$ cat config.mk
export PLATFORM = sky130hd
export DESIGN_NAME = dm_port_arbiter
export DESIGN_NICKNAME = d
export VERILOG_FILES = /design/src/rtl/dm_port_arbiter.sv
export SDC_FILE = /design/constraint.sdc
export NUM_CORES = 1
export LEC_CHECK = 0
export BUFFER_PORTS_ARGS = -buffer_cell sky130_fd_sc_hd__buf_2
export CORE_AREA = 2 2 99 101
export CTS_CLUSTER_SIZE = 40
export DETAILED_ROUTE_END_ITERATION = 10
export DIE_AREA = 0 0 101 103
export PLACE_DENSITY_LB_ADDON = 0.3
export SLEW_MARGIN = 20
export SYNTH_ARGS = -nofsm -noshare
export SYNTH_HDL_FRONTEND = slang
export SYNTH_SLANG_ARGS = --single-unit
$ cat constraint.sdc
create_clock -name clk -period 2 [get_ports clk]
set_input_delay 0.1 -clock clk [delete_from_list [all_inputs] [get_ports clk]]
set_output_delay 0.1 -clock clk [all_outputs]
set_load 0.02 [all_outputs]
$ cat src/rtl/dm_port_arbiter.sv
// Two-master round-robin arbiter for the single-port data memory.
// Each master may hold the memory for a bounded burst, and read data is returned one cycle later with a valid strobe.
module dm_port_arbiter #(
  parameter int DATA_W    = 32,
  parameter int ADDR_W    = 12,
  parameter int BURST_MAX = 4
) (
  input  logic              clk,
  input  logic              reset,
  input  logic              m0_req,
  input  logic              m0_we,
  input  logic [ADDR_W-1:0] m0_addr,
  input  logic [DATA_W-1:0] m0_wdata,
  input  logic              m1_req,
  input  logic              m1_we,
  input  logic [ADDR_W-1:0] m1_addr,
  input  logic [DATA_W-1:0] m1_wdata,
  output logic              m0_gnt,
  output logic              m1_gnt,
  output logic              m0_rvalid,
  output logic              m1_rvalid,
  output logic [DATA_W-1:0] m0_rdata,
  output logic [DATA_W-1:0] m1_rdata,
  output logic              dm_enable_mem,
  output logic              dm_enable_writeback,
  output logic              dm_enable_fetch,
  output logic [DATA_W-1:0] dm_din,
  output logic [ADDR_W-1:0] dm_in_addr,
  output logic [ADDR_W-1:0] dm_out_addr,
  input  logic [DATA_W-1:0] dm_dout
);

  localparam int CNT_W = $clog2(BURST_MAX + 1);
  localparam logic [CNT_W-1:0] CNT_MAX = CNT_W'(BURST_MAX);
  localparam logic [CNT_W-1:0] CNT_ONE = CNT_W'(1);

  typedef enum logic [1:0] {
    OWN_NONE,
    OWN_M0,
    OWN_M1
  } owner_t;

  owner_t           owner, owner_next;
  logic [CNT_W-1:0] cnt, cnt_next, cnt_sat;
  logic             last_m1, last_m1_next;
  logic             rd_m0, rd_m1, rd_m0_next, rd_m1_next;
  logic             sel_we;
  logic [ADDR_W-1:0] sel_addr;
  logic [DATA_W-1:0] sel_wdata;

  always_ff @(posedge clk or posedge reset) begin
    if (reset) begin
      owner   <= OWN_NONE;
      cnt     <= '0;
      last_m1 <= 1'b1;
      rd_m0   <= 1'b0;
      rd_m1   <= 1'b0;
    end else begin
      owner   <= owner_next;
      cnt     <= cnt_next;
      last_m1 <= last_m1_next;
      rd_m0   <= rd_m0_next;
      rd_m1   <= rd_m1_next;
    end
  end

  // Grants are suppressed while reset is held so the memory sees no access during reset.
  always_comb begin
    m0_gnt = 1'b0;
    m1_gnt = 1'b0;
    if (!reset) begin
      case (owner)
        OWN_M0: begin
          if (m0_req && (cnt < CNT_MAX || !m1_req)) m0_gnt = 1'b1;
          else if (m1_req)                          m1_gnt = 1'b1;
          else if (m0_req)                          m0_gnt = 1'b1;
        end
        OWN_M1: begin
          if (m1_req && (cnt < CNT_MAX || !m0_req)) m1_gnt = 1'b1;
          else if (m0_req)                          m0_gnt = 1'b1;
          else if (m1_req)                          m1_gnt = 1'b1;
        end
        default: begin
          if (m0_req && m1_req) begin
            if (last_m1) m0_gnt = 1'b1;
            else         m1_gnt = 1'b1;
          end else if (m0_req) begin
            m0_gnt = 1'b1;
          end else if (m1_req) begin
            m1_gnt = 1'b1;
          end
        end
      endcase
    end
  end

  always_comb begin
    owner_next   = OWN_NONE;
    cnt_next     = '0;
    last_m1_next = last_m1;
    cnt_sat      = (cnt == CNT_MAX) ? cnt : cnt + CNT_ONE;
    if (m0_gnt) begin
      owner_next   = OWN_M0;
      cnt_next     = (owner == OWN_M0) ? cnt_sat : CNT_ONE;
      last_m1_next = 1'b0;
    end else if (m1_gnt) begin
      owner_next   = OWN_M1;
      cnt_next     = (owner == OWN_M1) ? cnt_sat : CNT_ONE;
      last_m1_next = 1'b1;
    end
    rd_m0_next = m0_gnt && !m0_we;
    rd_m1_next = m1_gnt && !m1_we;
  end

  // Memory pins follow whichever master is granted; unused buses are held at zero.
  always_comb begin
    sel_we    = m1_gnt ? m1_we    : m0_we;
    sel_addr  = m1_gnt ? m1_addr  : m0_addr;
    sel_wdata = m1_gnt ? m1_wdata : m0_wdata;
    dm_enable_mem       = m0_gnt || m1_gnt;
    dm_enable_writeback = dm_enable_mem && sel_we;
    dm_enable_fetch     = dm_enable_mem && !sel_we;
    dm_din      = dm_enable_writeback ? sel_wdata : '0;
    dm_in_addr  = dm_enable_writeback ? sel_addr  : '0;
    dm_out_addr = dm_enable_fetch     ? sel_addr  : '0;
  end

  assign m0_rvalid = rd_m0;
  assign m1_rvalid = rd_m1;
  assign m0_rdata  = dm_dout;
  assign m1_rdata  = dm_dout;

endmodule

==> reports/metrics.yaml <==
outcome:
  status: "complete, but fails checks"
  violations: "negative setup slack"
floorplanning:
  initial_utilization: 0.264
  die-area_um2: 10400
  core_um2: 9460
  fp.dieW_um: 101
  die_h_um: 103
  row_count: 36
  io_pins: 253
job:
  cap_viol_max_count: 0
logic_synthesis:
  netlist.area_leader.share: 0.198
  syn_area_um2: 2500
  synth_area_leader_cell: "buf_4"
  yosys_warnings: 0
  syn_avg_cell_area_um2: 7.80
  synthTopCellsByArea: "buf_4, o32ai_2, nand2_1"
  ys_ff_latch: 8
  synthCells: 320
  yosysUniqueCellTypes: 36
  synth_nets: 450
  seq_area_frac_synth: 0.0807
timing:
  fin_crit_ns: 2.44
  worst_slack_ns: -0.444
  rsz0062_at_grt: "yes"
  worst_pin_slew_ns: 0.515
  setup_viol: 61
  drv_slew: 0
  finalHoldViolCount: 0
  finalClockSkew_ns: 0.00421
  fmax_ghz: 0.409
  timing.final.crit_share: 1.22
  max_slew_margin: 0.656
drt:
  postRouteAntennaNets: 0
  drt-vias-per-instance: 4.85
  drcViolationCount: 0
  route.vias.total: 2636
  routed_wl_mm: 8.16
  drtIter0Drc: 31
  routedWlPerCell_um: 15.0
  first_pass_iters: 4
clocking:
  cts_tree: "yes"
  clkTransAtPathRegs_ns: 0.04
  clk_latency_ns: 0.24
  clock-root-buffer: "clkbuf_8"
  clk_path_buf_depth: 2
  cts_sinks: 8
  htreeDepth: 1
  numCtsBuffers: 3
pwr:
  clkPwrFrac: 0.105
  powerDensity_nw_per_um2: 506
  swShare: 0.456
  power.switching_uw: 921
  p_leak_uw: 0.00177
  total_power_uw: 2020
  ir_drop_mv: 0.225
  p_int_uw: 1100
  combPwrFrac: 0.786
  p_seq_frac: 0.109
placed_design:
  portBuffers: 156
  dp_slack_ns: -0.282
  dpl-instance-area_um2: 3560
  place_inst: 529
  dp_hpwl_mm: 6.38
  place.gp.congestion: 0.779
layout:
  postLayoutCoreUtil: 0.422
  final_cell_mix: "buf_2, nand2_1, buf_6, o32ai_4, buf_4"
  fillCellCount: 940
  nNetsFinal: 560
  area_growth_pct: 59.7
  design_area_um2: 3990
  layout-drive-gt1-share: 0.634
  final_cells: 544
  final_common_cell: "buf_2"
setup_path:
  cp-end-kind: "output port"
  start_kind: "register"
  reg2reg_depth: 7
  critical_path.max_fanout: 19
  crit_type: "reg -> out"
  rr_startpoint: "owner[0]$_DFF_PP0_"
  rrSetupSlack_ns: 0
  required_ns: 1.90
  worstPathArrival_ns: 2.34
  r2r-end: "cnt[1]$_DFF_PP0_"
min_path:
  hp-class: "in -> out"
  hp-start: "dm_dout[15]"
  holdPathEnd: "m0_rdata[15]"
  min_delay_path_depth: 0
global_routing:
  antenna_found_initial: 1
  track_usage: 0.148
  grt_pass1_wl_mm: 12.5
  grt-ovfl-total: 0
  grt_pass1_vias: 2652
  grt_max_degree: 34
## critical path: stages (launching register included)
cell	delay [ns]
dfrtp_1	0.38
inv_2	0.07
ha_4	0.20
or3b_4	0.38
a221oi_4	0.30
o21ai_4	0.11
buf_12	0.20
o32ai_2	0.27
buf_4	0.18
## cell usage after synthesis
cell / instances
a2111o_1: 1
a211o_1: 1
a21bo_2: 1
a21boi_0: 1
a21oi_1: 2
a221oi_4: 1
and2_1: 1
buf_12: 2
buf_2: 9
buf_4: 66
buf_6: 4
clkbuf_1: 10
clkbuf_4: 2
dfrtp_1: 7
dfstp_2: 1
ha_1: 4
inv_1: 12
inv_2: 1
mux2i_1: 26
nand2_1: 92
nand2b_1: 1
nand3_1: 1
nand3b_1: 1
nor2_1: 5
nor2b_1: 1
o2111a_1: 1
o211ai_1: 25
o21a_1: 2
o21ai_0: 3
o21ai_4: 1
o22ai_1: 1
o32ai_1: 3
o32ai_2: 27
o32ai_4: 2
or3b_1: 1
xnor2_1: 1
## stage by stage
step	setup TNS [ns]	hold slack [ns]
finish	-22.00	0.200
global route	-29.04	0.200
CTS	-23.70	0.200
detailed placement	-11.57	0.127
global placement	-10.42	0.128
floorplan	-1.97	-0.0769
## power by group through the flow
stage	clock (uW)	combinational [uW]	sequential, uW
2_1_floorplan	0	1150	221
3_3_place_gp	0	1390	222
3_5_place_dp	0	1410	222
4_1_cts	220	1580	220
5_1_grt	230	1700	224
6_report	212	1590	221
## registers in the layout, summed over array words and instances, names as in the netlist
signal	flops
cnt	3
last_m1	1
m0_rvalid	1
m1_rvalid	1
owner	2
## routing by layer
layer | up-vias | routed length, um | share of wire | track usage
met5 | - | 0 | 0 | 0
met4 | 0 | 166 | 0.020 | 0.0520
met3 | 27 | 520 | 0.064 | 0.0264
met2 | 105 | 4400 | 0.54 | 0.286
met1 | 1226 | 3070 | 0.38 | 0.162
li1 | 1278 | - | - | -
## final cells by class
cell class                      instances  area (um2)  area share
Sequential cell                         8         201      0.0505
Tap cell                              114         143      0.0358
Multi-Input combinational cell        206        2060       0.517
Inverter                               13        56.3      0.0141
Antenna cell                            1        2.50    0.000627
Timing Repair Buffer                  198        1480       0.370
Clock buffer                            4        45.0      0.0113
## logic make-up (layout without fill, tap and decap cells)
group                      count (synthesis)  after routing  share of synthesized area
muxes                                     26             26                      0.104
and+or+nand+nor                          103            103                      0.162
xor gates and xnor gates                   1              1                    0.00351
DFF                                        8              8                     0.0807
AOI/OAI and AO/OA                         72             72                      0.339
other                                      0              1                          0
adders and majority gates                  4              4                     0.0200
buffers and inverters                    106            215                      0.291
## repair_timing
item / CTS / global route
gates cloned: 1 / 0
hold buffers: 1 / 0
endpoints found under the hold margin: 7 / 0
endpoints found under the setup margin: 65 / 67
resized for setup: 64 / 25
buffers inserted: 8 / 1
pin swaps: 2 / 11
## worst max path at each step
| stage | slack (ns) | endpoint | start |
|---|---|---|---|
| after global placement | -0.23 | dm_in_addr[7] | owner[0]$_DFF_PP0_ |
| after CTS | -0.44 | dm_in_addr[5] | owner[0]$_DFF_PP0_ |
| final | -0.44 | dm_din[0] | owner[0]$_DFF_PP0_ |
| after floorplan | -0.07 | dm_in_addr[10] | owner[0]$_DFF_PP0_ |
| after detailed placement | -0.28 | dm_in_addr[5] | owner[0]$_DFF_PP0_ |
| after global routing | -0.55 | dm_din[0] | owner[0]$_DFF_PP0_ |
Power figures use the tool's default switching activity.
